<file path="src/rtl/uart_pkg.sv">
// Shared types, constants and helpers for the UART transmit path.
package uart_pkg;

  localparam int UART_DATA_WIDTH = 8;

  // Values for the parity-type select.
  localparam logic PAR_EVEN = 1'b0;
  localparam logic PAR_ODD  = 1'b1;

  // Transmit FSM states. The encoding is visible on the debug port.
  typedef enum logic [2:0] {
    IDLE   = 3'd0,
    START  = 3'd1,
    DATA   = 3'd2,
    PARITY = 3'd3,
    STOP   = 3'd4
  } uart_state_e;

  // Even parity is the XOR of the byte. Odd parity is its inverse.
  function automatic logic calc_parity(input logic [UART_DATA_WIDTH-1:0] data,
                                       input logic                       typ);
    return (^data) ^ (typ == PAR_ODD);
  endfunction

endpackage

</file>
<file path="src/rtl/uart_tx_bit_timer.sv">
// Bit-period timer. It counts CLKS_PER_BIT cycles while enabled and pulses
// bit_done on the last cycle of each period. It wraps to zero after that cycle,
// so each period starts again from zero. clr holds it at zero.
module uart_tx_bit_timer #(
  parameter int CLKS_PER_BIT = 16
) (
  input  logic clk,
  input  logic rst_n,
  input  logic clr,
  input  logic en,
  output logic bit_done
);

  localparam int CW = (CLKS_PER_BIT > 1) ? $clog2(CLKS_PER_BIT) : 1;
  localparam logic [CW-1:0] LAST = CW'(CLKS_PER_BIT - 1);

  logic [CW-1:0] cnt_q;
  logic [CW-1:0] cnt_d;

  // Next count: clear, or advance and wrap at the end of the period.
  always_comb begin
    cnt_d    = cnt_q;
    bit_done = en && (cnt_q == LAST);
    if (clr) begin
      cnt_d = '0;
    end else if (en) begin
      cnt_d = bit_done ? '0 : cnt_q + 1'b1;
    end
  end

  // Count register.
  always_ff @(posedge clk or negedge rst_n) begin
    if (!rst_n) cnt_q <= '0;
    else        cnt_q <= cnt_d;
  end

endmodule

</file>
<file path="src/rtl/uart_tx_fifo_drain.sv">
// UART transmit back-end. It pops bytes from a first-word-fall-through FIFO
// and sends each one as a frame: start bit, 8 data bits LSB first, an optional
// parity bit, then a stop bit.
//
// Handshake: !EMPTY acts as valid and RD_DATA is the payload. The pop strobe
// RD_INC is asserted in the cycle the word is accepted. A word is accepted only
// in IDLE or on the last stop-bit cycle. RD_INC is never asserted while EMPTY=1
// or while RST is held low.
module uart_tx_fifo_drain
  import uart_pkg::*;
#(
  parameter int DATA_WIDTH   = 8,
  parameter int CLKS_PER_BIT = 16
) (
  input  logic                  CLK,
  input  logic                  RST,
  input  logic                  EMPTY,
  input  logic [DATA_WIDTH-1:0] RD_DATA,
  input  logic                  PAR_EN,
  input  logic                  PAR_TYP,
  output logic                  RD_INC,
  output logic                  TX_OUT,
  output logic                  busy,
  output logic [2:0]            state_dbg
);

  localparam int IW = (DATA_WIDTH > 1) ? $clog2(DATA_WIDTH) : 1;
  localparam logic [IW-1:0] LAST_IDX = IW'(DATA_WIDTH - 1);

  uart_state_e           state_q, state_d;
  logic [DATA_WIDTH-1:0] shreg_q, shreg_d;
  logic [IW-1:0]         bit_idx_q, bit_idx_d;
  logic                  par_en_q, par_en_d;
  logic                  par_bit_q, par_bit_d;
  logic                  tx_q, tx_d;
  logic                  busy_q, busy_d;
  logic                  bit_done;
  logic                  load;

  // The timer runs in every bit state. Each state change happens on bit_done,
  // where the timer wraps to zero, so every state starts a fresh period.
  uart_tx_bit_timer #(
    .CLKS_PER_BIT(CLKS_PER_BIT)
  ) u_bit_timer (
    .clk      (CLK),
    .rst_n    (RST),
    .clr      (state_q == IDLE),
    .en       (state_q != IDLE),
    .bit_done (bit_done)
  );

  // Load event: accept the FIFO head when idle, or on the last stop-bit cycle.
  always_comb begin
    load = RST && !EMPTY &&
           ((state_q == IDLE) || ((state_q == STOP) && bit_done));
  end

  // Next-state logic, shifter, and line/busy values for the next cycle.
  always_comb begin
    state_d   = state_q;
    shreg_d   = shreg_q;
    bit_idx_d = bit_idx_q;
    par_en_d  = par_en_q;
    par_bit_d = par_bit_q;

    if (load) begin
      state_d   = START;
      shreg_d   = RD_DATA;
      bit_idx_d = '0;
      par_en_d  = PAR_EN;
      par_bit_d = calc_parity(UART_DATA_WIDTH'(RD_DATA), PAR_TYP);
    end else begin
      case (state_q)
        IDLE:   state_d = IDLE;
        START:  if (bit_done) begin
                  state_d   = DATA;
                  bit_idx_d = '0;
                end
        DATA:   if (bit_done) begin
                  shreg_d = shreg_q >> 1;
                  if (bit_idx_q == LAST_IDX) begin
                    state_d = par_en_q ? PARITY : STOP;
                  end else begin
                    bit_idx_d = bit_idx_q + 1'b1;
                  end
                end
        PARITY: if (bit_done) state_d = STOP;
        STOP:   if (bit_done) state_d = IDLE;
        default: state_d = IDLE;
      endcase
    end

    // The line and busy are registered from the next state, so they change
    // in the same cycle as the state.
    case (state_d)
      START:   tx_d = 1'b0;
      DATA:    tx_d = shreg_d[0];
      PARITY:  tx_d = par_bit_d;
      default: tx_d = 1'b1;
    endcase
    busy_d = (state_d != IDLE);
  end

  // State and datapath registers. Reset returns the line to idle right away.
  always_ff @(posedge CLK or negedge RST) begin
    if (!RST) begin
      state_q   <= IDLE;
      shreg_q   <= '0;
      bit_idx_q <= '0;
      par_en_q  <= 1'b0;
      par_bit_q <= 1'b0;
      tx_q      <= 1'b1;
      busy_q    <= 1'b0;
    end else begin
      state_q   <= state_d;
      shreg_q   <= shreg_d;
      bit_idx_q <= bit_idx_d;
      par_en_q  <= par_en_d;
      par_bit_q <= par_bit_d;
      tx_q      <= tx_d;
      busy_q    <= busy_d;
    end
  end

  // Output mapping.
  always_comb begin
    RD_INC    = load;
    TX_OUT    = tx_q;
    busy      = busy_q;
    state_dbg = state_q;
  end

endmodule
</file>
<file path="config.mk">
export PLATFORM = sky130hd
export DESIGN_NAME = uart_tx_fifo_drain
export DESIGN_NICKNAME = d
export VERILOG_FILES = /design/src/rtl/uart_pkg.sv /design/src/rtl/uart_tx_bit_timer.sv /design/src/rtl/uart_tx_fifo_drain.sv
export SDC_FILE = /design/constraint.sdc
export NUM_CORES = 1
export LEC_CHECK = 0
export CORE_MARGIN = 4
export CORE_UTILIZATION = 51
export DETAILED_ROUTE_END_ITERATION = 12
export HOLD_SLACK_MARGIN = 0.06
export PLACE_DENSITY = 0.82
export RECOVER_POWER = 100
export SLEW_MARGIN = 25
export SYNTH_ARGS = -nofsm -noshare
export SYNTH_HDL_FRONTEND = slang
export SYNTH_SLANG_ARGS = --single-unit
export TNS_END_PERCENT = 50
</file>
<file path="constraint.sdc">
create_clock -name CLK -period 2.05 [get_ports CLK]
set_input_delay 0.5125 -clock CLK [delete_from_list [all_inputs] [get_ports CLK]]
set_output_delay 0.5125 -clock CLK [all_outputs]
set_load 0.005 [all_outputs]
</file>
==> impl_metrics.prom <==
# TYPE chip_impl_metric gauge
chip_impl_metric{name="cts_num_sinks",unit=""} 22
chip_impl_info{name="endpoint_kind",value="output port"} 1
chip_impl_metric{name="synthesis.area",unit="um2"} 1142
chip_impl_metric{name="setup_tns",unit="ps"} 0
chip_impl_metric{name="die_width",unit="um"} 55.33
chip_impl_metric{name="p_seq_frac",unit=""} 0.491
chip_impl_info{name="cts-root-buf",value="sky130_fd_sc_hd__clkbuf_4"} 1
chip_impl_metric{name="synth.yosys.seq_area_share",unit=""} 0.4830
chip_impl_metric{name="finalCritPeriodShare",unit=""} 0.9590
chip_impl_metric{name="wirelength",unit="mm"} 2.284
chip_impl_metric{name="max_freq",unit="MHz"} 508.6
chip_impl_metric{name="port-buffer-count",unit=""} 18
chip_impl_metric{name="p_switching",unit="W"} 0.0005181
chip_impl_info{name="cp_cell_instances",value="ha_1 > and3_1 > o21ai_2 > inv_2 > buf_2"} 1
chip_impl_metric{name="setup_viol_count_final",unit=""} 0
chip_impl_info{name="clock_tree_from_tritoncts",value="built"} 1
chip_impl_metric{name="clk_pin_slew",unit="ps"} 120
chip_impl_metric{name="synth_nets",unit=""} 130
chip_impl_metric{name="synth_largest_type_area_fraction",unit=""} 0.4600
chip_impl_metric{name="rows",unit=""} 16
chip_impl_metric{name="die_area",unit="um2"} 3061
chip_impl_metric{name="avgSynthCellArea",unit="um2"} 10.02
chip_impl_metric{name="syn-instance-count",unit=""} 114
chip_impl_metric{name="timing.final.crit_period",unit="ps"} 1966
chip_impl_metric{name="synthToLayoutAreaGrowth",unit="%"} 27.05
chip_impl_metric{name="switching_share",unit=""} 0.3367
chip_impl_metric{name="cts_hold_fix_bufs",unit=""} 0
chip_impl_metric{name="worst_clock_skew",unit="ps"} 7.424
chip_impl_metric{name="io-pin-count",unit=""} 19
chip_impl_info{name="worst_hold_path_type",value="input pin to async pin"} 1
chip_impl_metric{name="vias_per_cell",unit=""} 5.378
chip_impl_metric{name="number_of_enable_flip_flop_cells_after_synthesis",unit=""} 0
chip_impl_metric{name="gr-usage-all-layers",unit=""} 0.1566
chip_impl_metric{name="grt_first_pass_wirelength",unit="mm"} 3.898
chip_impl_metric{name="number_of_global_route_vias_before_repair",unit=""} 964
chip_impl_metric{name="max_stage_delay",unit="ps"} 400
chip_impl_metric{name="postSynth.asyncResetShare",unit=""} 1.000
chip_impl_metric{name="leakage_power_total",unit="nW"} 0.6513
chip_impl_metric{name="starting_density_of_the_core",unit=""} 0.5594
chip_impl_metric{name="grt_max_degree",unit=""} 24
chip_impl_metric{name="post-route-util",unit=""} 0.7108
chip_impl_metric{name="timing_worst_slew_pin_value",unit="ps"} 385.9
chip_impl_metric{name="worst_ep_arrival_time",unit="ps"} 1450
chip_impl_metric{name="cts_inserted_buffers",unit=""} 3
chip_impl_metric{name="gr-total-overflow",unit=""} 0
chip_impl_metric{name="p_int",unit="W"} 0.001021
chip_impl_metric{name="crit_path_max_fanout",unit=""} 2
chip_impl_info{name="path_class",value="register to output port"} 1
chip_impl_metric{name="ctsHtreeMaxLevel",unit=""} 1
chip_impl_metric{name="drt-initial-drc-count",unit=""} 14
chip_impl_metric{name="peakVddDrop",unit="mV"} 0.6872
chip_impl_metric{name="hpwlAfterDp",unit="mm"} 1.729
chip_impl_info{name="netlist_top_cells_area",value="sky130_fd_sc_hd__dfrtp_1, sky130_fd_sc_hd__a22oi_1, sky130_fd_sc_hd__xnor2_1"} 1
chip_impl_metric{name="first_pass_iters",unit=""} 4
chip_impl_metric{name="fin_hold_viols",unit=""} 0
chip_impl_metric{name="p_clk_frac",unit=""} 0.130
chip_impl_metric{name="synth_seq_cells",unit=""} 22
chip_impl_info{name="synth_flop_cell",value="sky130_fd_sc_hd__dfrtp_1"} 1
chip_impl_metric{name="crit_required",unit="ps"} 1540
chip_impl_metric{name="detail_route.drc_violations",unit=""} 0
chip_impl_info{name="worst_setup_path_start_kind",value="register"} 1
chip_impl_metric{name="power.share.combinational",unit=""} 0.379
chip_impl_metric{name="power_per_cell_area",unit="nW/um2"} 1060
chip_impl_info{name="cp-startpoint",value="u_bit_timer.cnt_q[0]$_DFF_PN0_"} 1
chip_impl_metric{name="maxSlewHeadroom",unit=""} 0.7418
chip_impl_metric{name="vias",unit=""} 925
chip_impl_metric{name="route.antenna.remaining_nets",unit=""} 0
chip_impl_metric{name="core-area",unit="um2"} 2042
chip_impl_metric{name="synth_warnings",unit=""} 0
chip_impl_metric{name="diodes",unit=""} 0
chip_impl_metric{name="drive_gt1_frac",unit=""} 0.1931
chip_impl_metric{name="maxSlewViolCount",unit=""} 0
chip_impl_metric{name="clk-insertion-delay-late",unit="ps"} 300
chip_impl_info{name="rsz0062_at_grt",value="true"} 1
chip_impl_info{name="status",value="finished, final reports clean"} 1
chip_impl_metric{name="post_synth_num_cell_types",unit=""} 31
chip_impl_metric{name="wl_per_cell",unit="um"} 13.28
chip_impl_metric{name="total_power",unit="W"} 0.001539
chip_impl_info{name="synth_area_leader_cell",value="sky130_fd_sc_hd__dfrtp_1"} 1
chip_impl_metric{name="gp_congestion",unit=""} 0.8361
chip_impl_metric{name="maxCapViolCount",unit=""} 0
chip_impl_metric{name="final_nets",unit=""} 162
chip_impl_metric{name="clk_path_buf_depth",unit=""} 2
chip_impl_metric{name="grt_antenna_before_repair",unit=""} 0
chip_impl_info{name="cpMaxStageDelayCell",value="sky130_fd_sc_hd__dfrtp_1"} 1
chip_impl_info{name="r2r_start",value="state_dbg[1]$_DFF_PN0_"} 1
chip_impl_metric{name="floorplan.die.height",unit="um"} 55.33
==> flip-flops by register name, summed over array words and instances, names as in the netlist <==
| register | flops |
|---|---|
| TX_OUT | 1 |
| u_bit_timer.cnt_q | 4 |
| par_en_q | 1 |
| par_bit_q | 1 |
| shreg_q | 8 |
| state_dbg | 3 |
| bit_idx_q | 3 |
| busy | 1 |
==> per-stage QoR <==
step	hold WS [ps]	cell area, um2	instances	setup WS [ps]
CTS	300.9	1448	172	72.25
finish	296.6	1451	172	83.96
global placement	463.7	1410	166	-464.2
floorplan	216.9	1142	114	170.0
detailed placement	467.6	1410	166	-473.4
global route	303.1	1451	172	-31.44
==> power by group through the flow <==
stage / Combinational (W) / Clock, W / Sequential [W]
4_1_cts: 0.000586 / 0.000201 / 0.000752
6_report: 0.000584 / 0.000199 / 0.000756
3_5_place_dp: 0.000582 / 0 / 0.000761
2_1_floorplan: 0.000388 / 0 / 0.000732
5_1_grt: 0.000662 / 0.000228 / 0.000773
3_3_place_gp: 0.000551 / 0 / 0.000750
==> worst paths after layout <==
kind                                             endpoint  slack [ps]  cells after the start
max                                                RD_INC          80                      5
max reg2reg                              TX_OUT$_DFF_PN1_         140                      7
min                        u_bit_timer.cnt_q[2]$_DFF_PN0_         300                      2
min in group CLK                   shreg_q[3]$_DFFE_PN0P_         490                      2
max in group asynchronous                TX_OUT$_DFF_PN1_        1490                      2
min reg2reg                        shreg_q[3]$_DFFE_PN0P_         490                      2
==> cell families after synthesis <==
| kind of cell | count (synthesis) | share of synthesized area |
|---|---|---|
| flip-flops | 22 | 0.4830 |
| multiplexers | 2 | 0.01971 |
| AND/OR/NAND/NOR | 46 | 0.2136 |
| AO/OA/AOI/OAI | 23 | 0.1325 |
| buffers and inverters | 8 | 0.04162 |
| adder cells (fa/ha/maj) | 3 | 0.03286 |
| XOR/XNOR | 10 | 0.07668 |
==> final cells by class <==
class                      instances  area (um2)
clock buffer                       4       26.28
fill                             175       590.6
tap                               27       33.78
timing repair buffer              32       281.5
multi-input combinational         84       546.8
inverter                           3       11.26
sequential                        22       551.8
==> metal layers <==
layer  track usage  part of all wire  wire length [um]  vias to the layer above
li1              -                 -                 -                      461
met1        0.1664              0.44               997                      440
met2        0.2872              0.50              1149                       22
met3       0.04429             0.054               123                        2
met4       0.06250            0.0057                13                        0
met5             0                 0                 0                        -
==> worst max-delay path, delay by kind of cell (launching register included) <==
| family | cells | cell delay [ps] |
|---|---|---|
| flip-flops | 1 | 400 |
| AO/OA/AOI/OAI | 1 | 170 |
| AND/OR/NAND/NOR | 1 | 190 |
| buffers and inverters | 2 | 180 |
| adder cells (fa/ha/maj) | 1 | 210 |
==> cells in the mapped netlist (all sizes together) (4+ instances only) <==
cell type,count
dfrtp,21
nand2,16
nor2,12
a22oi,9
xnor2,7
o21ai,6
buf,4
nand3,4
==> cells in the final DEF, fill, tap and decap left out, types with 3 or more instances in the layout <==
| master | instances |
|---|---|
| sky130_fd_sc_hd__o21ai_0 | 4 |
| sky130_fd_sc_hd__nand2_1 | 16 |
| sky130_fd_sc_hd__clkdlybuf4s50_1 | 15 |
| sky130_fd_sc_hd__nand3_1 | 4 |
| sky130_fd_sc_hd__xnor2_1 | 7 |
| sky130_fd_sc_hd__nor2b_1 | 3 |
| sky130_fd_sc_hd__clkbuf_4 | 3 |
| sky130_fd_sc_hd__ha_1 | 3 |
| sky130_fd_sc_hd__buf_4 | 13 |
| sky130_fd_sc_hd__nor3_1 | 3 |
| sky130_fd_sc_hd__dfrtp_1 | 21 |
| sky130_fd_sc_hd__xor2_1 | 3 |
| sky130_fd_sc_hd__nor2_1 | 11 |
| sky130_fd_sc_hd__a22oi_1 | 9 |
==> timing repair <==
item,4_1_cts,5_1_grt
pin swaps,1,0
setup buffers,2,0
resized for setup,8,3
endpoints found under the setup margin,2,2
(Power assumes the default switching activity.)
